--- src/rtl/idex_stage.sv ---
// ID/EX pipeline register with valid/ready flow control, optional skid entry,
// synchronous flush, bubble squashing of the control word and a saturating stall counter.
module idex_stage #(
  parameter int XLEN    = 32,
  parameter int REG_AW  = 5,
  parameter int CTRL_W  = 16,
  parameter int SKID    = 1,
  parameter int STALL_W = 16
) (
  input  logic               clk,
  input  logic               reset,
  // Handshake: a transfer happens on an edge where valid && ready; valid never
  // depends on ready, and the payload is only meaningful while valid is high.
  input  logic               in_valid,
  output logic               in_ready,
  input  logic [CTRL_W-1:0]  in_ctrl,
  input  logic [XLEN-1:0]    in_rd1,
  input  logic [XLEN-1:0]    in_rd2,
  input  logic [XLEN-1:0]    in_pc,
  input  logic [XLEN-1:0]    in_imm,
  input  logic [XLEN-1:0]    in_pcplus4,
  input  logic [REG_AW-1:0]  in_rs1,
  input  logic [REG_AW-1:0]  in_rs2,
  input  logic [REG_AW-1:0]  in_rd,
  input  logic               flush,
  output logic               out_valid,
  input  logic               out_ready,
  output logic [CTRL_W-1:0]  out_ctrl,
  output logic [XLEN-1:0]    out_rd1,
  output logic [XLEN-1:0]    out_rd2,
  output logic [XLEN-1:0]    out_pc,
  output logic [XLEN-1:0]    out_imm,
  output logic [XLEN-1:0]    out_pcplus4,
  output logic [REG_AW-1:0]  out_rs1,
  output logic [REG_AW-1:0]  out_rs2,
  output logic [REG_AW-1:0]  out_rd,
  output logic [STALL_W-1:0] stall_cnt
);

  localparam int PW = CTRL_W + 5 * XLEN + 3 * REG_AW;

  // Bit 0 is the MAIN valid flag, bit 1 the SKB valid flag, so both come straight from flops.
  typedef enum logic [1:0] {
    EMPTY = 2'b00,
    ONE   = 2'b01,
    FULL  = 2'b11
  } occ_t;

  occ_t            state;
  occ_t            state_next;
  logic [PW-1:0]   main_q;
  logic [PW-1:0]   skb_q;
  logic [PW-1:0]   in_pack;
  logic [CTRL_W-1:0] main_ctrl;
  logic            skb_valid;
  logic            accept;
  logic            xfer;
  logic            main_from_in;
  logic            main_from_skb;
  logic            skb_load;

  assign in_pack   = {in_ctrl, in_rd1, in_rd2, in_pc, in_imm, in_pcplus4, in_rs1, in_rs2, in_rd};
  assign out_valid = state[0];
  assign skb_valid = state[1];

  generate
    if (SKID != 0) begin : g_skid
      assign in_ready = !skb_valid;
    end else begin : g_noskid
      assign in_ready = !out_valid || out_ready;
    end
  endgenerate

  assign accept = in_valid && in_ready;
  assign xfer   = out_valid && out_ready;

  always_ff @(posedge clk or posedge reset) begin
    if (reset) state <= EMPTY;
    else       state <= state_next;
  end

  always_comb begin
    state_next    = state;
    main_from_in  = 1'b0;
    main_from_skb = 1'b0;
    skb_load      = 1'b0;
    if (flush) begin
      state_next = EMPTY;
    end else begin
      case (state)
        EMPTY: begin
          if (accept) begin
            state_next   = ONE;
            main_from_in = 1'b1;
          end
        end
        ONE: begin
          case ({accept, xfer})
            2'b10: begin
              // Without a skid entry an accept in ONE always coincides with a transfer.
              if (SKID != 0) begin
                state_next = FULL;
                skb_load   = 1'b1;
              end else begin
                main_from_in = 1'b1;
              end
            end
            2'b11:   main_from_in = 1'b1;
            2'b01:   state_next   = EMPTY;
            default: state_next   = ONE;
          endcase
        end
        FULL: begin
          if (xfer) begin
            state_next    = ONE;
            main_from_skb = 1'b1;
          end
        end
        default: state_next = EMPTY;
      endcase
    end
  end

  always_ff @(posedge clk or posedge reset) begin
    if (reset) begin
      main_q <= '0;
      skb_q  <= '0;
    end else begin
      if (main_from_skb)     main_q <= skb_q;
      else if (main_from_in) main_q <= in_pack;
      if (skb_load)          skb_q  <= in_pack;
    end
  end

  assign {main_ctrl, out_rd1, out_rd2, out_pc, out_imm, out_pcplus4,
          out_rs1, out_rs2, out_rd} = main_q;

  // Bubbles carry an all-zero control word so no write enable can leak downstream.
  assign out_ctrl = out_valid ? main_ctrl : '0;

  always_ff @(posedge clk or posedge reset) begin
    if (reset) begin
      stall_cnt <= '0;
    end else if (out_valid && !out_ready && !(&stall_cnt)) begin
      stall_cnt <= stall_cnt + 1'b1;
    end
  end

endmodule

--- config.mk ---
export PLATFORM = sky130hd
export DESIGN_NAME = idex_stage
export DESIGN_NICKNAME = d
export VERILOG_FILES = /design/src/rtl/idex_stage.sv
export SDC_FILE = /design/constraint.sdc
export NUM_CORES = 1
export LEC_CHECK = 0
export ABC_AREA = 1
export CAP_MARGIN = 10
export CORE_ASPECT_RATIO = 0.7
export CORE_MARGIN = 1.5
export CORE_UTILIZATION = 53
export CTS_BUF_LIST = sky130_fd_sc_hd__clkbuf_2 sky130_fd_sc_hd__clkbuf_4 sky130_fd_sc_hd__clkbuf_8
export DETAILED_ROUTE_END_ITERATION = 10
export GPL_TIMING_DRIVEN = 1
export PLACE_DENSITY = 0.82
export REMOVE_ABC_BUFFERS = 1
export SLEW_MARGIN = 20
export SYNTH_ARGS = -nofsm -noshare
export SYNTH_HDL_FRONTEND = slang
export SYNTH_SLANG_ARGS = --single-unit
export TNS_END_PERCENT = 30
--- constraint.sdc ---
create_clock -name clk -period 16.33 [get_ports clk]
set_input_delay 3.266 -clock clk [delete_from_list [all_inputs] [get_ports clk]]
set_output_delay 3.266 -clock clk [all_outputs]
set_load 0.01 [all_outputs]
==> summary.md, run 1 <==
| Metric | Value |
|---|---|
| Result of the run | `finished, final reports clean` |
| Number of nets with antenna violations after routing | `0` |
| Final count of negative-setup-slack endpoints | `0` |
| Drt total wl | `51600 um` |
| Crit path buffers/inverters | `3` |
| IO Pins | `405` |
| RSZ-0062 raised after global routing | `false` |
| Async SR Flop Fraction | `1.00` |
| Clk Tree Root Cell | `sky130_fd_sc_hd__clkbuf_8` |
| Data required time of the worst path | `16770 ps` |
| Share of the clock period used by the worst path | `0.441` |
| Number of flops mapped to enable cells by yosys | `0` |
| Clock buffer depth | `3` |
| Most frequently used cell type in the post-synthesis netlist | `sky130_fd_sc_hd__nand2_1` |
| Total setup buffers inserted after CTS | `0` |
| CTS tree | `yes` |
| Biggest area contributors in the synthesized netlist | `sky130_fd_sc_hd__dfrtp_1, sky130_fd_sc_hd__nand2_1, sky130_fd_sc_hd__buf_4, sky130_fd_sc_hd__inv_1, sky130_fd_sc_hd__o21ai_1` |
| Critical Path AT | `7650 ps` |
| Largest family of logic cells by synthesized area | `simple AND/OR/NAND/NOR gates` |
| Register bit total from synthesis | `400` |
| Synth warnings | `0` |
| H-Tree Level Count | `2` |
| Gpl congestion | `0.863` |
| Die span in x | `233 um` |
| Area of the core | `0.0362 sq mm` |
| Clock skew after layout | `14.8 ps` |
| DRC viols | `0` |
| Max-capacitance violation count | `0` |
| Worst setup slack after placement | `8620 ps` |
| TritonCTS buffer count | `60` |
| Row cnt | `58` |
| Wire length of the first global-routing pass | `82300 um` |
| Total number of clock tree sinks | `400` |
| Max Clk Rate | `0.139 GHz` |
| Via count of the routed design | `16900` |
| Final worst path period need | `7210 ps` |
| DR iter-0 viols | `1538` |
| Fraction of layout instances using a drive strength above 1 | `0.0443` |
| Post-synthesis mux area share | `0` |
| Share of the synthesized area in compound gates (AO/OA/AOI/OAI) | `0.0755` |
| Avg Inst Size Synth | `7.64 sq um` |
| Vias in the first global route | `16700` |
| Vias per inst | `5.20` |
| Total congestion overflow after global routing | `0` |
| Maximum fanout along the worst path | `154` |
| Post-route non-filler standard cell count | `3255` |
| Total Die Area | `0.0383 sq mm` |
| Hold Vio Cnt, Final | `0` |
| Cell breakdown of the critical path | `clkdlybuf4s50_1, nand2_4, nor2_8, buf_4, nand2_8, nand3_4, buf_4, o21ai_0` |
| Endpoint type of the worst setup path | `flip-flop` |
| Count of input and output buffers | `404` |
| Effective utilization at floorplan | `0.543` |
| CTS resizes | `0` |
| Area occupied by multi-input gates | `0.00669 sq mm` |
| First-pass DRT Iterations | `6` |
| Simple-gate share of the synthesized area | `0.256` |
| Worst Max-Slew Pin Slew | `1040 ps` |
| Pin count of the biggest net entering global routing | `213` |
| Element type at the critical path start | `primary input` |
| Maximum single-stage delay on the critical path | `990 ps` |
| Relative area change from synthesis to final layout | `21.1%` |
| Most common cell on crit path | `sky130_fd_sc_hd__buf_4` |
| Commonest cells post-synth | `sky130_fd_sc_hd__nand2_1, sky130_fd_sc_hd__dfrtp_1, sky130_fd_sc_hd__inv_1` |
| Power per unit of standard cell area | `168 mW/mm^2` |
| Highest ir drop seen on vdd | `0.000116 V` |
| HP Class | `flip-flop to flip-flop` |
| Netlist area before placement | `0.0197 sq mm` |
| Lkg Pwr | `12.0 nW` |
| Area fraction of the dominant cell type after synthesis | `0.509` |
| Largest delay share family, worst path | `simple AND/OR/NAND/NOR gates` |
| Final total negative setup slack | `0 ps` |
| Seq/Total Area, Yosys | `0.509` |
| Cell variety after synth | `20` |
| Area used by sequential logic in the layout | `0.0100 sq mm` |
| Adder and majority gate portion of the synthesized area | `0.00318` |
| Biggest area consumer among synthesized cells | `sky130_fd_sc_hd__dfrtp_1` |
| Final Slew Violations | `0` |
| Post-Synthesis Cells | `2575` |
| Placed cells | `3152` |
| Antenna violations before repair | `2` |
| Source-to-sink clock delay at the later pin of the worst-skew pair | `610 ps` |
| Hold buffer count at CTS | `0` |
| All-Layer GR Usage | `0.268` |
| Crit path max-delay cell type | `sky130_fd_sc_hd__nand3_4` |
| Filler Cells Inserted | `2814` |
| Clock-pin slew of the registers on the worst-case setup and hold paths | `60 ps` |
| Final Net Count | `2935` |
| Post-detailed-route wirelength per cell | `15.8 um` |
| Dominant synthesized flop cell | `sky130_fd_sc_hd__dfrtp_1` |
| Detailed Place HPWL | `32500 um` |
| XOR/XNOR Fraction of Synth Area | `0.00312` |
| Slew headroom | `0.304` |
| Critical path type | `primary input to flip-flop` |
| Final worst-path setup slack | `9120 ps` |
| Die H | `164 um` |
==> routing by layer <==
| metal | part of all wire | track usage | vias up |
|---|---|---|---|
| met5 | 0 | 0 | - |
| met1 | 0.42 | 0.359 | 8025 |
| met2 | 0.45 | 0.421 | 773 |
| met4 | 0.031 | 0.108 | 0 |
| met3 | 0.093 | 0.0625 | 116 |
| li1 | - | - | 8025 |
==> tightest hold or removal path, cell delays in order (launching register included) <==
cell                      delay, ps
sky130_fd_sc_hd__dfrtp_1        340
sky130_fd_sc_hd__nand2_1         50
sky130_fd_sc_hd__nand2_1         60
==> per-stage QoR <==
stage / area, sq um / utilization / hold WS, ps / total power [mW]
finish: 23800 / 0.657 / 479 / 4.01
global route: 23800 / 0.657 / 495 / 4.27
CTS: 23800 / 0.657 / 482 / 4.03
detailed placement: 22500 / 0.622 / 465 / 3.13
global placement: 22500 / 0.621 / 461 / 3.06
floorplan: 17700 / - / 449 / 2.40
==> cells by family (layout without fill, tap and decap cells) <==
group           count (synthesis)  after routing
buf+inv                       590            789
xor+xnor                        7              7
fa+ha+maj                       5              5
flops                         400            400
other cells                     0              1
simple gates                 1277           1277
compound gates                296            296
==> flip-flops by register name, summed over array words and instances, names as in the netlist <==
| name | cells |
|---|---|
| state | 2 |
| main_q | 191 |
| skb_q | 191 |
| stall_cnt | 16 |
==> path summary, 6_finish.rpt <==
kind	start	to	slack, ps	cells past startpoint
min in group asynchronous	reset	main_q[55]$_DFFE_PP0P_	3170	2
setup / recovery	out_ready	main_q[149]$_DFFE_PP0P_	9120	8
max in group asynchronous	reset	main_q[132]$_DFFE_PP0P_	11690	3
hold / removal	skb_q[55]$_DFFE_PP0P_	skb_q[55]$_DFFE_PP0P_	480	2
hold reg to reg	skb_q[55]$_DFFE_PP0P_	skb_q[55]$_DFFE_PP0P_	480	2
setup reg to reg	state[0]$_DFFE_PP0P_	main_q[149]$_DFFE_PP0P_	11250	7
==> where the power goes <==
part | switching [mW] | total (mW) | leakage, nW | internal [mW]
Sequential | 0.283 | 1.73 | 4.96 | 1.45
Clock | 0.390 | 0.879 | 0.678 | 0.489
Combinational | 0.716 | 1.39 | 6.32 | 0.678
Total | 1.39 | 4.01 | 12.0 | 2.62
==> layout make-up <==
class,count,area share
sequential,400,0.420
multi-input combinational,1585,0.281
timing repair buffer,416,0.176
clock buffer,97,0.0519
inverter,271,0.0433
tap,480,0.0252
clock inverter,5,0.00231
antenna,1,0.000105
==> cell usage in the layout, fill, tap and decap left out, drive strengths merged, types with 5 or more instances in the layout <==
cell type,instances
o21ai,296
nand4,9
clkbuf,97
clkdlybuf4s50,404
ha,5
xnor2,7
buf,12
nand3,156
nor2,21
dfrtp,400
nand2,1091
inv,271
No activity file was read; power rests on OpenSTA's default activity.
==> inputs of run 2 (changes only) <==
- CORE_UTILIZATION: 53 -> 48
- PLACE_DENSITY: 0.82 -> 0.79
- clock period: 16.33 -> 6.19 ns (I/O delays scaled with it)
==> summary.md, run 2 (synthesis gave the netlist of run 1 again) <==
| Metric | Value |
|---|---|
| Result of the run | `finished, final reports clean (unchanged)` |
| Clk Tree Root Cell | `sky130_fd_sc_hd__clkbuf_8 (unchanged)` |
| Row cnt | `61 (was 58)` |
| Wire length of the first global-routing pass | `82100 um (was 82300 um)` |
| Total congestion overflow after global routing | `0 (unchanged)` |
| Final-layout worst hold slack | `480 ps (was 479 ps)` |
| Final total negative setup slack | `0 ps (unchanged)` |
| Effective utilization at floorplan | `0.491 (was 0.543)` |
| Fraction of layout instances using a drive strength above 1 | `0.0502 (was 0.0443)` |
| IO Pins | `405 (unchanged)` |
| Source-to-sink clock delay at the later pin of the worst-skew pair | `630 ps (was 610 ps)` |
| Largest registers | `main_q (191), skb_q (191), stall_cnt (16) (unchanged)` |
| Final Net Count | `2942 (was 2935)` |
| Share of the core filled with cells | `0.603 (was 0.657)` |
| H-Tree Level Count | `2 (unchanged)` |
| Final count of negative-setup-slack endpoints | `0 (unchanged)` |
| Element type at the critical path start | `flip-flop (was primary input)` |
| Final worst path period need | `4120 ps` |
| Drt total wl | `51600 um (about the same)` |
| Total Die Area | `0.0422 sq mm (was 0.0383 sq mm)` |
| First-pass DRT Iterations | `6 (unchanged)` |
| Clock-pin slew of the registers on the worst-case setup and hold paths | `70 ps (was 60 ps)` |
| Most common cell after layout, fill and taps aside | `sky130_fd_sc_hd__nand2_1 (unchanged)` |
| Maximum fanout along the worst path | `131 (was 154)` |
| Design Area, Final | `0.0242 sq mm (was 0.0238 sq mm)` |
| All-Layer GR Usage | `0.240 (was 0.268)` |
| Crit path buffers/inverters | `1 (was 3)` |
| DRC viols | `0 (unchanged)` |
| Max Clk Rate | `0.243 GHz` |
| Max-capacitance violation count | `0 (unchanged)` |
| Largest delay share family, worst path | `simple AND/OR/NAND/NOR gates (unchanged)` |
| Gpl congestion | `0.851 (was 0.863)` |
| Worst Max-Slew Pin Slew | `988 ps (was 1040 ps)` |
| Setup slack on the worst flop-to-flop path | `2070 ps (was 11250 ps)` |
| Vias in the first global route | `16200 (was 16700)` |
| Post-detailed-route wirelength per cell | `15.5 um (was 15.8 um)` |
| Via count of the routed design | `16700 (was 16900)` |
| Share of the clock period used by the worst path | `0.665` |
| Power per unit of standard cell area | `449 mW/mm^2 (was 168 mW/mm^2)` |
| Die H | `172 um (was 164 um)` |
| RSZ-0062 raised after global routing | `false (unchanged)` |
| Highest ir drop seen on vdd | `0.000253 V (was 0.000116 V)` |
| R2r startpoint | `state[0]$_DFFE_PP0P_ (unchanged)` |
| Clock skew after layout | `26.3 ps (was 14.8 ps)` |
| Capture point of the worst path | `main_q[42]$_DFFE_PP0P_ (was main_q[149]$_DFFE_PP0P_)` |
| Relative area change from synthesis to final layout | `22.8% (was 21.1%)` |
| Total setup buffers inserted after CTS | `0 (unchanged)` |
| Crit path max-delay cell type | `sky130_fd_sc_hd__dfrtp_1 (was sky130_fd_sc_hd__nand3_4)` |
| TritonCTS buffer count | `61 (was 60)` |
| Area occupied by multi-input gates | `0.00669 sq mm (unchanged)` |
| Endpoint type of the worst setup path | `flip-flop (unchanged)` |
| CTS resizes | `0 (unchanged)` |
| Critical path type | `flip-flop to flip-flop (was primary input to flip-flop)` |
| Total number of clock tree sinks | `400 (unchanged)` |
| Data required time of the worst path | `6710 ps (was 16770 ps)` |
| Die span in x | `245 um (was 233 um)` |
| Hold Vio Cnt, Final | `0 (unchanged)` |
| Reg2reg path depth | `6 (was 7)` |
| Area of the core | `0.0401 sq mm (was 0.0362 sq mm)` |
| Number of nets with antenna violations after routing | `0 (unchanged)` |
| Number of cells on the critical path | `6 (was 8)` |
| R2R Path End | `main_q[42]$_DFFE_PP0P_ (was main_q[149]$_DFFE_PP0P_)` |
| Hold buffer count at CTS | `0 (unchanged)` |
| Count of input and output buffers | `404 (unchanged)` |
| Antenna violations before repair | `5 (was 2)` |
| Final Slew Violations | `0 (unchanged)` |
| Maximum single-stage delay on the critical path | `950 ps (was 990 ps)` |
| Lkg Pwr | `12.1 nW (was 12.0 nW)` |
| Area used by sequential logic in the layout | `0.0100 sq mm (unchanged)` |
| Vias per inst | `5.03 (was 5.20)` |
| Placed instance area | `0.0227 sq mm (was 0.0225 sq mm)` |
| Detailed Place HPWL | `32900 um (was 32500 um)` |
| CTS tree | `yes (unchanged)` |
| Filler Cells Inserted | `3439 (was 2814)` |
| HP Class | `flip-flop to flip-flop (unchanged)` |
| Cell breakdown of the critical path | `ha_4, nand2_8, nand3_4, buf_12, nand2_1, o21ai_1 (was clkdlybuf4s50_1, nand2_4, nor2_8, buf_4, nand2_8, nand3_4, buf_4, o21ai_0)` |
| DR iter-0 viols | `1464 (was 1538)` |
| Clock buffer depth | `3 (unchanged)` |
| Slew headroom | `0.341 (was 0.304)` |
| Commonest cells after routing, fill and taps aside | `sky130_fd_sc_hd__nand2_1, sky130_fd_sc_hd__clkdlybuf4s50_1, sky130_fd_sc_hd__dfrtp_1 (unchanged)` |
| Crit. Startpoint | `state[0]$_DFFE_PP0P_ (was out_ready)` |
| Pin count of the biggest net entering global routing | `137 (was 213)` |
| Critical Path AT | `4640 ps (was 7650 ps)` |
[run 2: routing by layer]
layer	vias up	routed length, um	track usage
met4	4	1810	0.0993
met5	-	25	0
met1	7933	21800	0.315
li1	8046	-	-
met3	121	4070	0.0588
met2	625	23900	0.383
[run 2: per-stage QoR]
stage / total power [mW] / setup WS (ps) / std cells
after detailed placement: 8.25 / 1660 / 3213
after global routing: 11.5 / 1800 / 3328
after CTS: 10.9 / 2100 / 3326
after floorplan: 6.32 / -6170 / 2256
final: 10.8 / 2070 / 3328
after global placement: 8.08 / 1760 / 3213
[run 2: worst register-to-register path, stage by stage (launching register included)]
cell	delay, ps
sky130_fd_sc_hd__dfrtp_1	950
sky130_fd_sc_hd__ha_4	890
sky130_fd_sc_hd__nand2_8	600
sky130_fd_sc_hd__nand3_4	710
sky130_fd_sc_hd__buf_12	490
sky130_fd_sc_hd__nand2_1	270
sky130_fd_sc_hd__o21ai_1	120
[run 2: report_power, final]
part	total (mW)	switching [mW]	internal [mW]	leakage, nW
clock	2.60	1.07	1.53	0.776
combinational	3.71	1.91	1.80	6.36
sequential	4.54	0.711	3.82	4.96
total	10.8	3.69	7.15	12.1
[run 2: cell type report]
cell class | count | share of cell area
Multi-Input combinational cell | 1585 | 0.277
Inverter | 271 | 0.0426
Clock buffer | 98 | 0.0517
Tap cell | 535 | 0.0277
Antenna cell | 2 | 0.000207
Clock inverter | 15 | 0.00953
Timing Repair Buffer | 422 | 0.177
Sequential cell | 400 | 0.414
[run 2: worst min-delay path by stage]
stage | start | end | depth (start not counted)
after CTS | skb_q[66]$_DFFE_PP0P_ | skb_q[66]$_DFFE_PP0P_ | 2
final | skb_q[36]$_DFFE_PP0P_ | skb_q[36]$_DFFE_PP0P_ | 2
after global routing | skb_q[69]$_DFFE_PP0P_ | skb_q[69]$_DFFE_PP0P_ | 2
after floorplan | skb_q[0]$_DFFE_PP0P_ | skb_q[0]$_DFFE_PP0P_ | 2
after global placement | skb_q[63]$_DFFE_PP0P_ | skb_q[63]$_DFFE_PP0P_ | 2
after detailed placement | skb_q[66]$_DFFE_PP0P_ | skb_q[66]$_DFFE_PP0P_ | 2
